**config.mk**
```make
export PLATFORM = sky130hd
export DESIGN_NAME = timer_irq_ctrl
export DESIGN_NICKNAME = d
export VERILOG_FILES = /design/src/rtl/timer_irq_ctrl.sv
export SDC_FILE = /design/constraint.sdc
export NUM_CORES = 1
export LEC_CHECK = 0
export CAP_MARGIN = 10
export CORE_MARGIN = 3
export CORE_UTILIZATION = 45
export CTS_CLUSTER_SIZE = 30
export DETAILED_ROUTE_END_ITERATION = 8
export HOLD_SLACK_MARGIN = 0.05
export PLACE_DENSITY = 0.7
export SLEW_MARGIN = 20
export SYNTH_ARGS = -nofsm -noshare
export SYNTH_HDL_FRONTEND = slang
export SYNTH_SLANG_ARGS = --single-unit
```
**constraint.sdc**
```tcl
create_clock -name clk -period 4.8 [get_ports clk]
set_clock_uncertainty 0.2 [all_clocks]
set_input_delay 1.44 -clock clk [delete_from_list [all_inputs] [get_ports clk]]
set_output_delay 1.44 -clock clk [all_outputs]
set_load 0.03 [all_outputs]
```
**src/rtl/timer_irq_ctrl.sv**
```systemverilog
// Memory-mapped reload timer with a request/acknowledge/clear interrupt sequencer.
// Define TIMER_IRQ_COUNT_EN to add the read-only ICNT acknowledge counter at +C.
module timer_irq_ctrl #(
  parameter logic [31:0] BASE_ADDR = 32'h4000_0000,
  parameter int unsigned PRESCALE  = 1
) (
  input  logic        clk,
  input  logic        reset,
  input  logic [31:0] addr,
  input  logic [31:0] wr_data,
  input  logic        mem_read,
  input  logic        mem_write,
  output logic [31:0] rd_data,
  output logic        hit,
  output logic        irq,
  input  logic        irq_ack
);

  localparam int unsigned PW = (PRESCALE > 1) ? $clog2(PRESCALE) : 1;
  localparam logic [31:0] ALL_ONES = 32'hFFFF_FFFF;
`ifdef TIMER_IRQ_COUNT_EN
  localparam logic ICNT_IMPL = 1'b1;
`else
  localparam logic ICNT_IMPL = 1'b0;
`endif

  typedef enum logic [1:0] {IDLE, PEND, SERV} state_t;

  state_t          state, state_nx;
  logic [31:0]     th, tl, rd_mux;
  logic            en, ie, st, ovr;
  logic [PW-1:0]   pre;
  logic            wr, th_wr, tl_wr, tcon_wr, tick, ovf;
  logic            st_set, st_clr, ovr_set, ovr_clr, st_nx, ovr_nx;
  logic [1:0]      unused_addr;

  assign unused_addr = addr[1:0];

  // Decode: +C only answers when the counter is built in
  assign hit     = (addr[31:4] == BASE_ADDR[31:4]) && ((addr[3:2] != 2'd3) || ICNT_IMPL);
  assign wr      = mem_write && hit;
  assign th_wr   = wr && (addr[3:2] == 2'd0);
  assign tl_wr   = wr && (addr[3:2] == 2'd1);
  assign tcon_wr = wr && (addr[3:2] == 2'd2);

  // A software write to TL suppresses any overflow on the same edge
  assign tick    = en && (pre == PW'(PRESCALE - 1));
  assign ovf     = tick && (tl == ALL_ONES) && !tl_wr;
  assign st_set  = ovf && ie;
  assign st_clr  = tcon_wr && wr_data[2];
  assign ovr_set = st_set && (state == SERV) && !st_clr;
  assign ovr_clr = tcon_wr && wr_data[3];
  assign st_nx   = st_set | (st & ~st_clr);
  assign ovr_nx  = ovr_set | (ovr & ~ovr_clr);

  always_comb begin
    state_nx = state;
    case (state)
      IDLE:    if (st_nx) state_nx = PEND;
      PEND:    if (!st_nx) state_nx = IDLE;
               else if (irq_ack) state_nx = SERV;
      SERV:    if (!st_nx) state_nx = IDLE;
      default: state_nx = IDLE;
    endcase
  end

  always_ff @(posedge clk or posedge reset) begin
    if (reset) begin
      state <= IDLE;
      irq   <= 1'b0;
    end else begin
      state <= state_nx;
      irq   <= (state_nx == PEND);
    end
  end

  always_ff @(posedge clk or posedge reset) begin
    if (reset) begin
      th  <= '0;
      tl  <= '0;
      en  <= 1'b0;
      ie  <= 1'b0;
      st  <= 1'b0;
      ovr <= 1'b0;
      pre <= '0;
    end else begin
      if (th_wr) th <= wr_data;
      if (tl_wr)     tl <= wr_data;
      else if (ovf)  tl <= th;
      else if (tick) tl <= tl + 32'd1;
      if (tcon_wr) begin
        en <= wr_data[0];
        ie <= wr_data[1];
      end
      st  <= st_nx;
      ovr <= ovr_nx;
      if (tl_wr || (tcon_wr && !wr_data[0])) pre <= '0;
      else if (tick)                         pre <= '0;
      else if (en)                           pre <= pre + PW'(1);
    end
  end

`ifdef TIMER_IRQ_COUNT_EN
  logic [31:0] icnt;

  always_ff @(posedge clk or posedge reset) begin
    if (reset) icnt <= '0;
    else if ((state == PEND) && (state_nx == SERV)) icnt <= icnt + 32'd1;
  end
`endif

  always_comb begin
    rd_mux = '0;
    case (addr[3:2])
      2'd0: rd_mux = th;
      2'd1: rd_mux = tl;
      2'd2: rd_mux = {28'd0, ovr, st, ie, en};
`ifdef TIMER_IRQ_COUNT_EN
      2'd3: rd_mux = icnt;
`else
      2'd3: rd_mux = '0;
`endif
      default: rd_mux = '0;
    endcase
  end

  always_ff @(posedge clk or posedge reset) begin
    if (reset) rd_data <= '0;
    else       rd_data <= (mem_read && hit) ? rd_mux : '0;
  end

endmodule
```
# Yosys cells after proc, flatten, opt, wreduce, memory -nomap -nowiden
# Index checks and enable logic that the tools add are counted.
word_totals:
  reg_bits: 104
  latchBits: 0
  ramBits: 0
  mem_bits_ro: 0
  input_bits: 69
  word_cells: 64
  mem_count: 0
op_classes:
  addsub: 2
  n_mul: 0
  div: 0
  magnitude_cmp: 0
  n_eq_ne: 9
  n_shift: 0
  n_mux: 13
  n_bitwise: 7
  reduce_logical: 23
op_table:
  columns: ["operator", "count"]
  rows:
  - ["two-way mux 32 bit", 4]
  - ["one-hot mux 32 bit (4 select lines)", 1]
  - ["adder 32 x 1 -> 32 bit (second input constant)", 1]
  - ["equality test 32 bit (second input constant)", 1]
  - ["equality test 28 x 27 -> 1 bit (second input constant)", 1]
  - ["logical AND 1 bit", 15]
  - ["two-way mux 2 bit", 4]
  - ["equality test 2 x 1 -> 1 bit (second input constant)", 3]
  - ["equality test 2 bit (second input constant)", 3]
  - ["one-hot mux 2 bit (3 select lines)", 1]
  - ["nonzero test 3 bit", 2]
  - ["zero test 2 bit", 2]
  - ["zero test 1 bit", 3]
  - ["two-way mux 1 bit", 3]
  - ["NOT 1 bit", 3]
  - ["AND 1 bit", 2]
  - ["!= test 2 bit (second input constant)", 1]
  - ["OR 1 bit", 2]
  - ["adder 1 bit (second input constant)", 1]
  - ["logical OR 1 bit", 1]

# Longest topological paths before layout
# Gate-level depths: netlist (run 1).
depth:
  ltp_word: 11
  ltp_mapped: 8
  mapped_depth_nobuf: 7

# Least setup slack after synthesis (run 1)
# Ideal clock, no wire load.
synth_path:
  kind: "input to output"
  start: "input addr[25]"
  end: "output hit"
  arrival_time_ps: 2276
  t_required_ps: 3160
  slack_ps: 884
  path_stages: 3
  n_path_buf: 0
  path_cell_list: "nor4b_1 > nand4_1 > nor2_2"
synth_via:
  elab_chain_len: 2
synth_lines:
  columns: ["item", "line_no", "source"]
  rows:
  - ["from (decl)", "9", "input logic [31:0] addr,"]
  - ["equality test 28 x 27 -> 1 bit", "40", "assign hit = (addr[31:4] == BASE_ADDR[31:4]) && ((addr[3:2] != 2'd3) || ICNT_IMPL);"]
  - ["logical AND 1 bit", "40", null]
  - ["to (decl)", "14", "output logic hit,"]
# Every way passes these cells.

# Worst setup path after layout (run 1)
# Ends and elaborated chain as after synthesis.

==> impl_results.md, run 1 <==
- Layout net count: 675
- Leak pwr: 3.04 nW
- Maximum vdd drop: 0.172 mV
- Synth warn: 0
- Top FF cell, synth: dfrtp_1
- Fin. max-slew vios: 0
- Number of global-route vias before repair: 4561
- Synth cell types: 62
- Fin crit period: 4.31 ns
- Max Freq: 0.232 GHz
- DIE WIDTH: 114 um
- CTS tree: done
- Post-route cell area: 0.00672 mm2
- Post-synth EDFFs: 0
- Final hold vios: 0
- Fillers: 939
- Largest fanout on the critical path: 2
- Post-synthesis sequential area ratio: 49.6%
- Setup TNS: 0 ns
- Die Area: 0.0130 mm2
- Status: finished clean
- Pwr Density: 259 mW/mm2
- Postcts setup bufs: 0
- Syn_nets: 580
- Latest clock arrival within the worst-skew pair: 0.35 ns
- Hold Path Origin: state[1]$_DFF_PP0_
- Placed cell area: 0.00641 mm2
- Worst slew pin tran: 1.02 ns
- Worst Setup EP: hit
- Final ANT Viol Nets: 0
- Max Cap Viol: 0
- Commonest non-fill, non-tap cell in the layout: dfrtp_1
- Setup ws final: 0.488 ns
- # clock sinks: 104
- Core footprint: 0.0111 mm2
- R2R depth: 7
- DP Worst Slack: 0.447 ns
- Crit path DAT: 2.67 ns
- Synthesized area: 0.00524 mm2
- Total GRT Usage: 21.9%
- Mapped Avg Cell Area: 10.3 um2
- P&R area growth vs syn: 28.2%
- Hold_ws: 0.272 ns
- DRC viols: 0
- CP Data Required Time: 3.16 ns
- Port Buf Inserts: 100
- CTS Buffer Depth: 2
- FF-to-FF setup slack: 1.30 ns
- CTS Hold Bufs: 0
- Largest net degree at the start of global routing: 46
- Placer Congestion: 0.899
- Syn Inst Count: 510
- RSZ-0062 raised after global routing: no
- Max-slew headroom: 31.5%
- Routed Wire Length: 13800 um
- Share of layout cells above drive strength 1: 12.3%
- Vias per cell: 5.89
- Startpoint Class: input port
- Root Buffer Master: clkbuf_16
- Starting Density: 47.1%
- Reg clk slew, reported paths: 0.06 ns
- Drt first pass iters: 5
- Min-delay worst type: flop to flop
- Initial antenna violation count: 0
- Vias: 4421
- Die H: 114 um
- Diode count: 0
- Drt wl/cell: 18.4 um
- Critical path capture point type: output port
- H-tree depth: 3
- Io pins: 103
- Tcrit/Tclk final: 89.8%
- Resize count post-CTS: 0
- Final HPWL DP: 9400 um
- RR Startpoint: tl[0]$_DFFE_PP0P_
- Total grt overflow: 0
- CTS buffer count: 9
- Worst R2R End: tl[23]$_DFFE_PP0P_
- Setup violators final: 0
- First-pass GRT wire length: 22700 um
- Yosys reg bits: 104
- Pwr Total: 1.74 mW
- Commonest non-fill, non-tap cells in the layout: dfrtp_1 (104), clkdlybuf4s50_1 (98), nor2_1 (66)
- Critical path type: input port to output port
- Async set-reset flop share out of synthesis: 100%
- Start point of the critical path: addr[25]
- Row cnt: 38
- Initial DRC Count: 250
sequential cells by signal, summed over array words and instances (netlist names), 2 cells and up:
name and flops:
rd_data 32, th 32, tl 32, state 2
power breakdown:
group          total (mW)  switching [mW]  leakage (nW)  internal [mW]
Combinational       0.107          0.0465          1.54         0.0606
Clock               0.756           0.322         0.153          0.434
Sequential          0.876       0.0000238          1.34          0.876
area by class of cell:
class                           count  area, um2  area share [%]
Clock buffer                       12        256            3.82
Sequential cell                   104       2600            38.7
Multi-Input combinational cell    369       2500            37.2
Timing Repair Buffer              112       1100            16.3
Inverter                            9       36.3           0.540
Clock inverter                      4       52.6           0.782
Tap cell                          140        175            2.61
kinds of logic after synthesis:
group	after synthesis	synth area share (%)
xor gates and xnor gates	10	1.67
DFF	104	49.6
AOI/OAI and AO/OA	97	12.5
muxes	73	14.8
and+or+nand+nor	188	18.4
adders and majority gates	1	0.239
buffers and inverters	37	2.77
cell usage after synthesis (2+ instances only):
cell       count  area (um2)
a2bb2oi_1      2        17.5
buf_1          3        11.3
clkbuf_1      20        75.1
o22a_1         5        43.8
mux2i_1       36         360
inv_1          9        33.8
and2_1         2        12.5
a31oi_1        8        50.1
nor4b_1        2        17.5
nand2_1       39         146
o211ai_1       3        22.5
nor3_1         5        25.0
o21ai_0       16        80.1
and4_1         2        17.5
nand2b_1       2        12.5
dfrtp_1      104        2600
nand4_1       15        93.8
nor2b_1        2        12.5
a21oi_1       20         100
a311oi_1       2        17.5
nor2_1        66         248
mux2_1         2        22.5
and3_1         9        56.3
xnor2_1        7        61.3
mux2_2        35         394
nor4_1        13        81.3
xor2_1         3        26.3
a211oi_1      12        90.1
nand3_1       15        75.1
or3_1          2        12.5
buf_2          5        25.0
a21o_1        14         105
how the worst min path moves through the flow:
stage	cells after the start	to	slack (ns)
after floorplan	1	irq$_DFF_PP0_	0.24
after global placement	1	state[0]$_DFF_PP0_	0.26
after detailed placement	1	irq$_DFF_PP0_	0.27
after CTS	1	irq$_DFF_PP0_	0.28
after global routing	1	irq$_DFF_PP0_	0.31
final	1	irq$_DFF_PP0_	0.27
routing by layer:
metal  routed length [um]  vias up  track usage (%)
met1                 6040     2173             30.2
met4                  250        0             6.81
li1                     -     2056                -
met5                    0        -                0
met2                 6610      169             35.4
met3                  892       23             3.87
critical path, cell delays in order:
cell and delay (ns):
clkdlybuf4s50_1 0.40, nor4b_1 0.30, nand4_1 0.19, nor2_2 0.17
buf_4 0.17
per-stage QoR:
stage          utilization [%]  cells
2_1_floorplan                -    510
3_3_place_gp              57.6    734
3_5_place_dp              57.6    734
4_1_cts                   60.4    750
5_1_grt                   60.4    750
6_report                  60.4    750
No activity file was read; power rests on OpenSTA's default activity.
==> run 2, diff against run 1 <==
- TNS_END_PERCENT: unset -> 100
==> results of run 2 <==
Final layout, timing and power as in run 1 (identical DEF).
